==> config.mk <==
export PLATFORM = sky130hd
export DESIGN_NAME = ph_burst_fifo_flat
export DESIGN_NICKNAME = d
export VERILOG_FILES = /design/src/rtl/ph_burst_fifo_pkg.sv /design/src/rtl/ph_burst_fifo_if.sv /design/src/rtl/ph_fifo_store.sv /design/src/rtl/ph_burst_fifo.sv /design/src/flat_wrapper.sv
export SDC_FILE = /design/constraint.sdc
export NUM_CORES = 1
export LEC_CHECK = 0
export BUFFER_PORTS_ARGS = -buffer_cell sky130_fd_sc_hd__clkbuf_2
export CAP_MARGIN = 30
export CORE_MARGIN = 5
export CORE_UTILIZATION = 44
export DETAILED_ROUTE_END_ITERATION = 8
export GPL_ROUTABILITY_DRIVEN = 0
export HOLD_SLACK_MARGIN = 0.06
export SLEW_MARGIN = 0
export SYNTH_ARGS = -nofsm -noshare
export SYNTH_HDL_FRONTEND = slang
export SYNTH_HIERARCHICAL = 1
export SYNTH_SLANG_ARGS = --single-unit
==> constraint.sdc <==
create_clock -name h_phi2 -period 3.2 [get_ports h_phi2]
set_clock_uncertainty 0.2 [all_clocks]
set_input_delay 0.32 -clock h_phi2 [delete_from_list [all_inputs] [get_ports h_phi2]]
set_output_delay 0.32 -clock h_phi2 [all_outputs]
set_load 0.05 [all_outputs]
==> src/rtl/ph_burst_fifo_pkg.sv <==
// ---------------------------------------------------------------------------
// ph_burst_fifo_pkg
// Shared definitions for the parasite-to-host burst FIFO:
//   - ph_phase_e            : burst-mode phase (FILL collects, DRAIN empties)
//   - PH_DEFAULT_RESET_BYTE : default value of the entry primed at reset
//   - ph_count_width()      : width of an occupancy counter holding 0..depth
// ---------------------------------------------------------------------------
package ph_burst_fifo_pkg;

  typedef enum logic {
    PH_PHASE_FILL  = 1'b0,
    PH_PHASE_DRAIN = 1'b1
  } ph_phase_e;

  localparam logic [7:0] PH_DEFAULT_RESET_BYTE = 8'hAA;

  // The counter must represent DEPTH itself, hence the extra bit.
  function automatic int ph_count_width(input int depth);
    return $clog2(depth) + 1;
  endfunction

endpackage

==> src/rtl/ph_burst_fifo_if.sv <==
// ---------------------------------------------------------------------------
// ph_burst_fifo_if
// Bus between the parasite write port / host read port and the FIFO.
//   master : the environment (drives p_wr, p_data, h_rd; observes the rest)
//   slave  : the FIFO
// Signals:
//   p_wr, p_data            parasite write strobe and data
//   h_rd                    host pop strobe
//   h_data                  show-ahead head entry
//   h_data_available        host may pop
//   h_zero_bytes_available  occupancy is zero
//   p_full                  parasite must not write
//   h_count                 occupancy 0..DEPTH
//   overflow, underflow     sticky rejected-write / rejected-pop flags
// ---------------------------------------------------------------------------
interface ph_burst_fifo_if #(
  parameter int WIDTH = 8,
  parameter int DEPTH = 4
) ();
  import ph_burst_fifo_pkg::*;

  localparam int CW = ph_count_width(DEPTH);

  logic             p_wr;
  logic [WIDTH-1:0] p_data;
  logic             h_rd;
  logic [WIDTH-1:0] h_data;
  logic             h_data_available;
  logic             h_zero_bytes_available;
  logic             p_full;
  logic [CW-1:0]    h_count;
  logic             overflow;
  logic             underflow;

  modport master (
    output p_wr, p_data, h_rd,
    input  h_data, h_data_available, h_zero_bytes_available, p_full,
    input  h_count, overflow, underflow
  );

  modport slave (
    input  p_wr, p_data, h_rd,
    output h_data, h_data_available, h_zero_bytes_available, p_full,
    output h_count, overflow, underflow
  );

endinterface

==> src/rtl/ph_fifo_store.sv <==
// ---------------------------------------------------------------------------
// ph_fifo_store
// Storage array, write/read pointers and show-ahead head mux.
// push/pop must already be qualified by the caller (accepted operations only).
// Ports:
//   clk    rising-edge clock
//   rst_b  synchronous active-low reset
//   flush  synchronous clear: pointers realigned to 0, storage untouched
//   push   write din at the tail
//   pop    advance the head
//   din    write data
//   dout   head entry; when empty, the last displayed value is held
// ---------------------------------------------------------------------------
module ph_fifo_store
  import ph_burst_fifo_pkg::*;
#(
  parameter int               WIDTH       = 8,
  parameter int               DEPTH       = 4,
  parameter int               RESET_PRIME = 1,
  parameter logic [WIDTH-1:0] RESET_BYTE  = WIDTH'(PH_DEFAULT_RESET_BYTE)
) (
  input  logic             clk,
  input  logic             rst_b,
  input  logic             flush,
  input  logic             push,
  input  logic             pop,
  input  logic [WIDTH-1:0] din,
  output logic [WIDTH-1:0] dout
);

  localparam int AW = $clog2(DEPTH);

  // One extra pointer bit distinguishes empty from full; the low AW bits
  // index the array, so addressing wraps modulo DEPTH.
  typedef logic [AW:0] ptr_t;

  localparam ptr_t WR_RESET = (RESET_PRIME != 0) ? ptr_t'(1) : ptr_t'(0);

  logic [WIDTH-1:0] mem_q [DEPTH];
  ptr_t             wr_q, wr_d;
  ptr_t             rd_q, rd_d;
  logic [WIDTH-1:0] hold_q;
  logic             empty;

  always_comb begin
    // NOTE: every combinational output gets a default first so no path
    // leaves it unassigned -- otherwise synthesis infers a latch.
    wr_d = wr_q;
    rd_d = rd_q;
    if (push) wr_d = wr_q + ptr_t'(1);
    if (pop)  rd_d = rd_q + ptr_t'(1);
  end

  assign empty = (wr_q == rd_q);
  assign dout  = empty ? hold_q : mem_q[rd_q[AW-1:0]];

  // hold_q shadows whatever is on dout, so when the store drains (or is
  // flushed) the host keeps seeing the last value it was shown.
  always_ff @(posedge clk) begin
    // NOTE: sequential state uses non-blocking assignments so every register
    // samples pre-edge values, independent of statement order.
    if (!rst_b) begin
      wr_q   <= WR_RESET;
      rd_q   <= '0;
      hold_q <= (RESET_PRIME != 0) ? RESET_BYTE : '0;
    end else if (flush) begin
      wr_q   <= '0;
      rd_q   <= '0;
      hold_q <= dout;
    end else begin
      wr_q   <= wr_d;
      rd_q   <= rd_d;
      hold_q <= dout;
    end
  end

  always_ff @(posedge clk) begin
    // NOTE: the storage array is deliberately not reset; only the primed
    // entry is loaded so it maps to plain RAM/flops without a reset tree.
    if (!rst_b) begin
      if (RESET_PRIME != 0) mem_q[0] <= RESET_BYTE;
    end else if (!flush && push) begin
      mem_q[wr_q[AW-1:0]] <= din;
    end
  end

endmodule

==> src/rtl/ph_burst_fifo.sv <==
// ---------------------------------------------------------------------------
// ph_burst_fifo
// Parasite-to-host data FIFO for Tube register 3 block transfers.
// one_byte_mode=1 behaves as a single-entry latch; one_byte_mode=0 adds
// burst hysteresis: the parasite may write until BURST entries are queued,
// then the host may read until the FIFO is fully drained.
// Ports:
//   h_phi2         clock, all state changes on its rising edge
//   h_rst_b        synchronous active-low reset (highest priority)
//   h_flush        synchronous clear (Tube soft reset)
//   one_byte_mode  1: latch semantics, 0: burst semantics
//   bus            ph_burst_fifo_if.slave: write/read strobes, data, flags,
//                  occupancy and sticky overflow/underflow
// ---------------------------------------------------------------------------
module ph_burst_fifo
  import ph_burst_fifo_pkg::*;
#(
  parameter int               WIDTH       = 8,
  parameter int               DEPTH       = 4,
  parameter int               BURST       = 2,
  parameter int               RESET_PRIME = 1,
  parameter logic [WIDTH-1:0] RESET_BYTE  = WIDTH'(PH_DEFAULT_RESET_BYTE)
) (
  input  logic h_phi2,
  input  logic h_rst_b,
  input  logic h_flush,
  input  logic one_byte_mode,
  ph_burst_fifo_if.slave bus
);

  localparam int CW = ph_count_width(DEPTH);

  localparam logic [CW-1:0] FULL_COUNT  = CW'(DEPTH);
  localparam logic [CW-1:0] BURST_COUNT = CW'(BURST);
  localparam logic [CW-1:0] RESET_COUNT = (RESET_PRIME != 0) ? CW'(1) : CW'(0);

  logic [CW-1:0] count_q, count_d;
  ph_phase_e     phase_q, phase_d;
  logic          ovf_q, ovf_d;
  logic          unf_q, unf_d;
  logic          avail;
  logic          full;
  logic          push;
  logic          pop;

  // -------------------------------------------------------------------------
  // Phase FSM: state register
  // -------------------------------------------------------------------------
  always_ff @(posedge h_phi2) begin
    if (!h_rst_b) begin
      phase_q <= PH_PHASE_FILL;
    end else if (h_flush) begin
      phase_q <= PH_PHASE_FILL;
    end else begin
      phase_q <= phase_d;
    end
  end

  // -------------------------------------------------------------------------
  // Phase FSM: next state
  // While in one-byte mode the phase simply follows the occupancy, so on the
  // first burst-mode cycle it already equals "count >= BURST" -- the reload
  // on entering burst mode needs no mode-edge detector.
  // -------------------------------------------------------------------------
  always_comb begin
    phase_d = phase_q;
    if (one_byte_mode) begin
      phase_d = (count_d >= BURST_COUNT) ? PH_PHASE_DRAIN : PH_PHASE_FILL;
    end else begin
      unique case (phase_q)
        PH_PHASE_FILL:  if (count_d >= BURST_COUNT) phase_d = PH_PHASE_DRAIN;
        PH_PHASE_DRAIN: if (count_d == '0)          phase_d = PH_PHASE_FILL;
        default:        phase_d = PH_PHASE_FILL;
      endcase
    end
  end

  // -------------------------------------------------------------------------
  // Phase FSM: outputs (handshake flags, from pre-edge state)
  // -------------------------------------------------------------------------
  always_comb begin
    avail = 1'b0;
    full  = 1'b0;
    if (one_byte_mode) begin
      avail = (count_q != '0);
      full  = (count_q != '0);
    end else if (phase_q == PH_PHASE_DRAIN) begin
      avail = 1'b1;
      full  = 1'b1;
    end else begin
      avail = 1'b0;
      full  = (count_q == FULL_COUNT);
    end
  end

  assign push = bus.p_wr & ~full;
  assign pop  = bus.h_rd & avail;

  // -------------------------------------------------------------------------
  // Occupancy and sticky error flags
  // -------------------------------------------------------------------------
  always_comb begin
    count_d = count_q;
    unique case ({push, pop})
      2'b10:   count_d = count_q + CW'(1);
      2'b01:   count_d = count_q - CW'(1);
      default: count_d = count_q;
    endcase
    ovf_d = ovf_q | (bus.p_wr & full);
    unf_d = unf_q | (bus.h_rd & ~avail);
  end

  always_ff @(posedge h_phi2) begin
    if (!h_rst_b) begin
      count_q <= RESET_COUNT;
      ovf_q   <= 1'b0;
      unf_q   <= 1'b0;
    end else if (h_flush) begin
      count_q <= '0;
      ovf_q   <= 1'b0;
      unf_q   <= 1'b0;
    end else begin
      count_q <= count_d;
      ovf_q   <= ovf_d;
      unf_q   <= unf_d;
    end
  end

  // -------------------------------------------------------------------------
  // Storage
  // -------------------------------------------------------------------------
  ph_fifo_store #(
    .WIDTH       (WIDTH),
    .DEPTH       (DEPTH),
    .RESET_PRIME (RESET_PRIME),
    .RESET_BYTE  (RESET_BYTE)
  ) u_store (
    .clk   (h_phi2),
    .rst_b (h_rst_b),
    .flush (h_flush),
    .push  (push),
    .pop   (pop),
    .din   (bus.p_data),
    .dout  (bus.h_data)
  );

  assign bus.h_data_available       = avail;
  assign bus.p_full                 = full;
  assign bus.h_zero_bytes_available = (count_q == '0);
  assign bus.h_count                = count_q;
  assign bus.overflow               = ovf_q;
  assign bus.underflow              = unf_q;

endmodule

==> src/flat_wrapper.sv <==
// flat-port wrapper written by rule: the top's interface ports become plain ports
module ph_burst_fifo_flat import ph_burst_fifo_pkg::*;
#(
  parameter int               WIDTH       = 8,
  parameter int               DEPTH       = 4,
  parameter int               BURST       = 2,
  parameter int               RESET_PRIME = 1,
  parameter logic [WIDTH-1:0] RESET_BYTE  = WIDTH'(PH_DEFAULT_RESET_BYTE)
)
  (h_phi2, h_rst_b, h_flush, one_byte_mode, bus_p_wr, bus_p_data, bus_h_rd, bus_h_data, bus_h_data_available, bus_h_zero_bytes_available, bus_p_full, bus_h_count, bus_overflow, bus_underflow);
  ph_burst_fifo_if #(.WIDTH(WIDTH), .DEPTH(DEPTH)) bus_i ();
  input  logic h_phi2;
  input  logic h_rst_b;
  input  logic h_flush;
  input  logic one_byte_mode;
  input wire logic [$bits(bus_i.p_wr)-1:0] bus_p_wr;
  input wire logic [$bits(bus_i.p_data)-1:0] bus_p_data;
  input wire logic [$bits(bus_i.h_rd)-1:0] bus_h_rd;
  output wire logic [$bits(bus_i.h_data)-1:0] bus_h_data;
  output wire logic [$bits(bus_i.h_data_available)-1:0] bus_h_data_available;
  output wire logic [$bits(bus_i.h_zero_bytes_available)-1:0] bus_h_zero_bytes_available;
  output wire logic [$bits(bus_i.p_full)-1:0] bus_p_full;
  output wire logic [$bits(bus_i.h_count)-1:0] bus_h_count;
  output wire logic [$bits(bus_i.overflow)-1:0] bus_overflow;
  output wire logic [$bits(bus_i.underflow)-1:0] bus_underflow;
  assign bus_i.p_wr = bus_p_wr;
  assign bus_i.p_data = bus_p_data;
  assign bus_i.h_rd = bus_h_rd;
  assign bus_h_data = bus_i.h_data;
  assign bus_h_data_available = bus_i.h_data_available;
  assign bus_h_zero_bytes_available = bus_i.h_zero_bytes_available;
  assign bus_p_full = bus_i.p_full;
  assign bus_h_count = bus_i.h_count;
  assign bus_overflow = bus_i.overflow;
  assign bus_underflow = bus_i.underflow;
  ph_burst_fifo #(.WIDTH(WIDTH), .DEPTH(DEPTH), .BURST(BURST), .RESET_PRIME(RESET_PRIME), .RESET_BYTE(RESET_BYTE)) u_core (.h_phi2(h_phi2), .h_rst_b(h_rst_b), .h_flush(h_flush), .one_byte_mode(one_byte_mode), .bus(bus_i));
endmodule
# After elaboration in Yosys (flattened, before gate mapping)
# Memory sizes are Yosys's and may differ from the RTL's. A register that Yosys moved wholly into a read port is not among the register bits.
# Cells that the tools add are included.
# word_totals
regBits,20
ramBits,32
in_bits,14
out_inout_bits,16
wordCells,59
memories,1
# mem_list
memory,depth,word_bits,read_ports,rd_clocked_by_memory_dff,write_ports,line_no,text
u_core.u_store.mem_q,4,8,1,1,1,ph_fifo_store.sv:39,logic [WIDTH-1:0] mem_q [DEPTH];
# classes
addsub,4
order_cmp,1
n_eq_ne,4
mux,22
bitwise,10
n_reduce_logical,8
# ops
op,n
$mux W8,2
$mux W1,15
$add A3 B1 Y3 const B,3
$reduce_or A8 Y1,1
$logic_not A3 Y1,2
$mux W2,3
$pmux W3 S2,1
$and A1 B1 Y1,4
$not A1 Y1,4
$eq A3 B3 Y1,1
$eq A3 B3 Y1 const B,1
$ge A3 B2 Y1 const B,1
$reduce_bool A3 Y1,1
$sub A3 B1 Y3 const B,1
$eq A2 B1 Y1 const B,1
$eq A2 B2 Y1 const B,1
$or A1 B1 Y1,2
$pmux W1 S2,1
$reduce_bool A2 Y1,1
$reduce_or A2 Y1,1
$logic_and A1 B1 Y1,1
$logic_not A1 Y1,1

# Longest topological paths before layout
# Gate-level depths: netlist of run 1.
# logic_depth
word_depth,11
depth_mapped,10
mapped_depth_nobuf,10

# Cells and area by module
# The synthesis of run 1 kept the hierarchy.
# by_module_without_submodules
module,instances,cells_per_inst,area_per_inst_um2,seq_area_each_um2
ph_fifo_store,1,133,1970.6,1281.2
ph_burst_fifo,1,42,352.8,120.1

# Worst setup path before layout of run 1
# Ideal clock, no wire load.
# synth_timing
kind,reg2reg
from,reg u_core.count_q[0] (netlist: u_core/bus.h_count[0])
to,"mem u_core.u_store.mem_q[0][0], enable pin"
arrival_time_ns,2.434
required_ns,2.602
slack_ns,0.168
path_stages_with_launch,7
n_path_buf,0
period_less_slack_ns,3.032
cell_sequence,dfxtp_1 -> or3_4 -> a21oi_2 -> nand2_2 -> inv_1 -> inv_1 -> o41ai_1
# synth_between
elab_chain_cells,11
word_cells_on_any_way,13
cone_classes,eq/ne (1); mux (7); bitwise (2); reduce/logical (3)
# synth_lines
element,line_no,text
"start, declared",ph_burst_fifo.sv:37,"logic [CW-1:0] count_q, count_d;"
"start signal, assigned",ph_burst_fifo.sv:123,count_q <= count_d;
$eq A3 B3 Y1,ph_burst_fifo.sv:92,full = (count_q == FULL_COUNT);
$mux W1,ph_burst_fifo.sv:87,end else if (phase_q == PH_PHASE_DRAIN) begin
$mux W1 (*),ph_burst_fifo.sv:84,if (one_byte_mode) begin
$not A1 Y1 (*),ph_burst_fifo.sv:96,assign push = bus.p_wr & ~full;
$and A1 B1 Y1 (*),ph_burst_fifo.sv:96,
net u_core.push,ph_burst_fifo.sv:43,logic push;
$logic_and A1 B1 Y1 (*),ph_fifo_store.sv:82,end else if (!flush && push) begin
$mux W1 (*),ph_fifo_store.sv:82,
$mux W1 (*),ph_fifo_store.sv:80,if (!rst_b) begin
$mux W1 (implied by the code) (*),ph_fifo_store.sv:83,mem_q[wr_q[AW-1:0]] <= din;
$reduce_or A8 Y1 (no line),n/a,
$mux W2 (no line) or $mux W1 (tied branches),n/a,
"end, declared",ph_fifo_store.sv:39,
# Mark *: on every way through the listed nets, which the timed path passes. The rest lies on a longest branch.

# Final worst setup path of run 1
# layout_timing
from,reg u_core.phase_q
to,reg u_core.phase_q
# layout_between
word_cells_on_any_way,17
cone_classes,order compare (1); eq/ne (2); mux (9); bitwise (4); reduce/logical (1)
# layout_rtl
element,line_no,text
"start, declared",ph_burst_fifo.sv:38,"ph_phase_e phase_q, phase_d;"
"start signal, assigned",ph_burst_fifo.sv:55,phase_q <= phase_d;
$mux W1 (*),ph_burst_fifo.sv:87,
$mux W1 (*),ph_burst_fifo.sv:84,
$and A1 B1 Y1 (*),ph_burst_fifo.sv:97,assign pop = bus.h_rd & avail;
net u_core.pop,ph_burst_fifo.sv:44,logic pop;
$eq A2 B1 Y1 or $eq A2 B2 Y1 (tied branches),ph_burst_fifo.sv:104,"unique case ({push, pop})"
$pmux W3 S2 (*),ph_burst_fifo.sv:104,
$ge A3 B2 Y1 or $logic_not A3 Y1 (tied branches),"ph_burst_fifo.sv:68, ph_burst_fifo.sv:71, ph_burst_fifo.sv:72",
$mux W1 (on tied branches),"ph_burst_fifo.sv:68, ph_burst_fifo.sv:71, ph_burst_fifo.sv:72",
$pmux W1 S2,ph_burst_fifo.sv:70,unique case (phase_q)
$mux W1 (*),ph_burst_fifo.sv:67,if (one_byte_mode) begin
# Marks and branches as above.
# A chain may end at the register's enable or synchronous reset.

==> qor.csv, run 1 <==
metric,value,unit
Hold Path Cell Cnt,2,
Required @ worst endpoint,3.18,ns
Worst Setup Start Kind,flop,
period utilization,81.9,%
Core ar.,5110,um^2
final number of setup-violating endpoints,0,
diodes inserted,0,
Routed wire per std cell,15.4,um
most frequent CP cell,nor2b_1,
Synth Instances,175,
CP Capture Type,flop,
Yosys top cell area share,41.4,%
setup TNS,0,ns
die area,6830,um^2
DRT Pass-1 Iters,3,
vias post-DR,1399,
clk root buf,clkbuf_8,
Final Power,1.41,mW
dominant cells by area after synthesis,"edfxtp_1 41%, dfxtp_1 19%, mux4_2 7.8%",
Setup CP Type,reg2reg,
maximum VDD drop,0.262,mV
via density per instance,4.98,
CTS tree,done,
row count,26,
fill count,478,
min Tclk post-route,2.62,ns
ratio of cells with drive above 1 in the final layout,26.5,%
hpwl dp,3.23,mm
grt ovf,0,
Die W,82.7,um
most frequent cells in the layout,"32 x edfxtp_1, 29 x clkbuf_2, 22 x dfxtp_1",
I/O pins,30,
All-Layer GR Usage,14.7,%
outcome,"complete, no violations",
Bufs on Longest Clock Path,2,
critical-path cell list,nor2b_1 -> a21oi_4 -> nor2b_1 -> ha_1 -> inv_1 -> fa_1 -> nor2_1 -> a21oi_1 -> o21ai_1 -> o21bai_1,
Max-slew headroom,56.7,%
yosys warns,6,
final WL,4.32,mm
crit path DAT,2.60,ns
DRC,0,
post-route ant nets,0,
Yosys top cell by area,edfxtp_1,
synthesized flop and latch total,54,
final hold slack,0.107,ns
slowest CP cell,fa_1,
clock sink count,54,
fin util,51.7,%
CP max FO,4,
power per cell area,535,nW/um^2
"Clk pin slew, worst setup/hold paths",0.09,ns
Placement Setup Slack,0.449,ns
Slew Limit Fails,0,
initial antenna violation count,0,
Mapped Area,2320,um^2
R2R cell count,10,
effective utilization at floorplan,45.5,%
MaxCap Viol Count,0,
largest net degree at the start of global routing,17,
Yosys cell types,36,
syn_nets,193,
Iter 0 DRT Violations,61,
Final WS setup,0.579,ns
"most common cell after layout, fill and taps aside",edfxtp_1,
slew at the pin closest to its max-slew limit,0.644,ns
vias in the first global route,1454,
Min-Delay Path Class,in2reg,
die height,82.7,um
RSZ-0062 raised after global routing,false,
Leakage,1.00,nW
CTS H-Tree Depth,2,
CTS buffer count,5,
Fin. Hold Viols,0,
max frequency,382,MHz
Skew-Pair Late Insertion Delay,0.30,ns
area growth from synthesis to layout,13.6,%
"Seq/Total Area, Yosys",60.3,%
nets,228,
count of input and output buffers,29,
global-route wire length before repair,7.27,mm
max incr delay on CP,0.48,ns
syn avg cell area,13.3,um^2
## critical path: cells and delay by family, from the launching register on
kind	cells	cell delay, ns
compound gates	4	0.48
simple gates	3	0.70
fa+ha+maj	2	0.74
buf+inv	1	0.06
flops	1	0.32
## flip-flops by register name, indices dropped and copies added (netlist names), named ones only
register	flops
u_core/bus.h_count	3
u_core/phase_q	1
u_core/bus.underflow	1
u_core/u_store/rd_q	3
u_core/bus.overflow	1
u_core/u_store/wr_q	3
u_core/u_store/mem_q	32
u_core/u_store/hold_q	8
## cells in the mapped netlist (all sizes together)
master and count:
edfxtp 32, dfxtp 22, nand2 16, nor2 12
inv 8, mux4 8, nand4 8, o31ai 8
xnor2 7, nand2b 6, xor2 6, nand3 5
a21boi 4, a21oi 4, and2 4, buf 4
ha 3, nor2b 3, o21ai 3, and3b 2
clkbuf 2, mux2i 2, o21bai 2, and3 1
fa 1, o41ai 1, or3 1
## layout make-up
type | instances | area (um^2) | share of cell area (%)
Sequential cell | 54 | 1400 | 53.1
Multi-Input combinational cell | 107 | 851 | 32.2
Timing Repair Buffer | 34 | 188 | 7.11
Tap cell | 70 | 87.6 | 3.32
Clock buffer | 6 | 72.6 | 2.75
Inverter | 8 | 30.0 | 1.14
Clock inverter | 2 | 10.0 | 0.379
## metrics by stage
| stage | area, um^2 | instances |
|---|---|---|
| after floorplan | 2320 | 175 |
| after global placement | 2540 | 271 |
| after detailed placement | 2540 | 271 |
| after CTS | 2640 | 281 |
| after global routing | 2640 | 281 |
| final | 2640 | 281 |
## worst paths after layout
kind | start | endpoint | slack, ns
max | u_core/phase_q$_SDFF_PP0_ | u_core/phase_q$_SDFF_PP0_ | 0.58
min | h_flush | u_core/u_store/wr_q[0]$_SDFFE_PN1P_ | 0.11
max reg2reg | u_core/phase_q$_SDFF_PP0_ | u_core/phase_q$_SDFF_PP0_ | 0.58
min reg2reg | u_core/bus.overflow$_SDFF_PP0_ | u_core/bus.overflow$_SDFF_PP0_ | 0.26
## cell families after synthesis
| logic type | synth area share, % |
|---|---|
| AOI/OAI and AO/OA | 7.22 |
| xor gates and xnor gates | 5.22 |
| adders and majority gates | 2.48 |
| buffers and inverters | 3.07 |
| DFF | 60.3 |
| muxes | 8.62 |
| and+or+nand+nor | 13.1 |
## power breakdown
group | leakage [nW] | internal (mW) | switching, mW
clock network | 0.0450 | 0.152 | 0.208
logic | 0.479 | 0.0838 | 0.191
registers | 0.479 | 0.758 | 0.0177
## layer usage
layer	vias to the layer above	track usage (%)	part of all wire, %
li1	704	-	-
met4	0	6.70	1.6
met2	16	24.3	50
met5	-	0	0
met1	672	18.8	46
met3	7	2.82	2.6
## what timing repair did
action	in CTS	in global routing
endpoints found under the hold margin	2	0
hold buffers	2	0
resized for setup	0	0
buffers inserted	0	0
endpoints found under the setup margin	0	0
(Power assumes the default switching activity.)
==> inputs of run 2 (changes only) <==
Settings changed: ABC_AREA set to 1, PLACE_DENSITY set to 0.66.
Clock period 3.2 ns to 2.2 ns, I/O delays scaled along.
==> run 2 against run 1 <==
Final cell count increased by 41%. Critical path depth is 2 lower. First-iteration DRC count grew 31%. Utilization increased by 4.2 points. Register-to-register slack worse by 0.48 ns. Count of clock-buffer cells in the layout stayed put. Wire length up 9.2%.
==> qor.csv, run 2 <==
metric,value,unit
outcome,"complete, no violations",
crit path DAT,1.68,ns
DRC,0,
area occupied by multi-input gates,858,um^2
"most common cell after layout, fill and taps aside",nand2_1,
max incr delay on CP,0.41,ns
Leakage,1.36,nW
CTS buffer count,5,
post-route ant nets,0,
Yosys cell types,27,
power per cell area,717,nW/um^2
grt ovf,0,
"Clk pin slew, worst setup/hold paths",0.09,ns
Gate power share,22.9,%
dominant cells by area after synthesis,"edfxtp_1 40%, dfxtp_1 18%, nand2_1 11%",
diodes inserted,0,
Core ar.,5410,um^2
Iter 0 DRT Violations,80,
Mapped Area,2420,um^2
via density per instance,4.68,
Bufs on Longest Clock Path,2,
Yosys top cell by area,edfxtp_1,
Setup CP Type,reg2out,
min Tclk post-route,2.10,ns
die height,84.1,um
NetSw,0.686,mW
"Primary FF master, synth",edfxtp_1,
Worst Setup Start Kind,flop,
syn_nets,281,
Required @ worst endpoint,1.78,ns
RSZ-0062 raised after global routing,false,
Final Power,2.17,mW
clk root buf,clkbuf_8,
CP Capture Type,output port,
MaxCap Viol Count,0,
effective utilization at floorplan,44.7,%
Yosys top cell area share,39.8,%
die area,7070,um^2
switching part of the total,31.6,%
initial antenna violation count,0,
Skew-Pair Late Insertion Delay,0.31,ns
"Seq/Total Area, Yosys",58.0,%
Synth top cells by count,"69 x nand2_1, 43 x inv_1, 32 x edfxtp_1",
critical-path cell list,clkinvlp_4 -> buf_4 -> nor2_1 -> o21ai_0 -> nand2_1 -> nand2_1 -> nand2_1 -> clkbuf_2,
most frequent cells in the layout,"66 x nand2_1, 41 x inv_1, 32 x edfxtp_1",
number of synthesized flops with an enable pin,32,
CP max FO,9,
Synth Instances,263,
Post-synth ARST share,0,%
Internal Power,1.48,mW
Min-Delay Path Class,in2reg,
maximum VDD drop,0.409,mV
ratio of cells with drive above 1 in the final layout,25.2,%
I/O pins,30,
Reg area,1420,um^2
vias post-DR,1858,
All-Layer GR Usage,14.4,%
final WL,4.72,mm
most frequent cell after synthesis,nand2_1,
final number of setup-violating endpoints,0,
Die W,84.1,um
slew at the pin closest to its max-slew limit,0.281,ns
DRT Pass-1 Iters,4,
max frequency,476,MHz
yosys warns,6,
Slew Limit Fails,0,
"Most flops, register",u_core/u_store/mem_q,
largest net degree at the start of global routing,18,
setup TNS,0,ns
sequential power share,52.1,%
count of input and output buffers,29,
row count,27,
nets,342,
Largest regs,"u_core/u_store/mem_q x32, u_core/u_store/hold_q x8",
slowest CP cell,dfxtp_2,
max reg flops,32,
dpl cells,368,
clock sink count,54,
vias in the first global route,1770,
Fin. Hold Viols,0,
synthesized flop and latch total,54,
area growth from synthesis to layout,25.1,%
most frequent CP cell,nand2_1,
period utilization,95.5,%
fin cells,397,
CTS tree,done,
fill count,505,
hpwl dp,3.32,mm
Routed wire per std cell,11.9,um
CTS H-Tree Depth,2,
syn avg cell area,9.19,um^2
Max-slew headroom,81.4,%
Clk pwr share,25.0,%
global-route wire length before repair,8.09,mm
run 2: path summary, 6_finish.rpt:
check                           cells past startpoint                             endpoint                           startpoint  slack (ns)
worst min register to register                      2  u_core/u_store/hold_q[1]$_SDFF_PN1_  u_core/u_store/hold_q[1]$_SDFF_PN1_        0.32
worst max register to register                     12            u_core/phase_q$_SDFF_PP0_     u_core/bus.h_count[2]$_SDFF_PP0_         0.1
worst max-delay path                                8                        bus_h_data[1]                                 flop         0.1
worst min-delay path                                6            u_core/phase_q$_SDFF_PP0_                        one_byte_mode        0.22
run 2: timing repair:
action | CTS | global route
pin swaps | 0 | 2
buffers inserted | 0 | 7
endpoints found under the setup margin | 8 | 18
hold buffers | 14 | 0
endpoints found under the hold margin | 40 | 0
resized for setup | 1 | 18
run 2: cell type report:
| type | count | share of cell area, % |
|---|---|---|
| Multi-Input combinational cell | 160 | 28.4 |
| Clock buffer | 6 | 2.40 |
| Timing Repair Buffer | 58 | 13.2 |
| Inverter | 45 | 5.71 |
| Clock inverter | 2 | 0.455 |
| Sequential cell | 54 | 46.8 |
| Tap cell | 72 | 2.98 |
run 2: power by group through the flow:
stage	registers, mW	clock network, mW	logic (mW)
2_1_floorplan	1.16	0	0.333
3_3_place_gp	1.15	0	0.460
3_5_place_dp	1.15	0	0.463
4_1_cts	1.13	0.572	0.484
5_1_grt	1.13	0.597	0.550
6_report	1.13	0.542	0.497
run 2: per-layer routing:
| layer | up-vias | track usage [%] | routed length (um) |
|---|---|---|---|
| li1 | 974 | - | - |
| met1 | 846 | 17.7 | 2190 |
| met2 | 31 | 24.1 | 2240 |
| met3 | 7 | 3.06 | 197 |
| met4 | 0 | 6.58 | 93 |
| met5 | - | 0 | 0 |
run 2: logic make-up after synthesis:
family / share of synthesized area, %
flops: 58.0
buf+inv: 7.82
xor+xnor: 1.14
simple gates: 25.6
compound gates: 5.07
fa+ha+maj: 2.38
run 2: worst max-delay path, delay by kind of cell (launching register included):
kind                   cells  cell delay, ns
AO/OA/AOI/OAI              1            0.08
buffers and inverters      3            0.54
flip-flops                 1            0.41
AND/OR/NAND/NOR            4            0.34
run 2: stage by stage:
step | utilization, % | area (um^2) | hold slack (ns) | worst slack [ns]
after floorplan | - | 2430 | 0.0891 | 0.0407
after global placement | 50.1 | 2710 | 0.245 | 0.131
after detailed placement | 50.1 | 2710 | 0.251 | 0.0997
after CTS | 54.3 | 2940 | 0.177 | 0.0319
after global routing | 55.9 | 3020 | 0.218 | 0.00490
final | 55.9 | 3020 | 0.220 | 0.0995
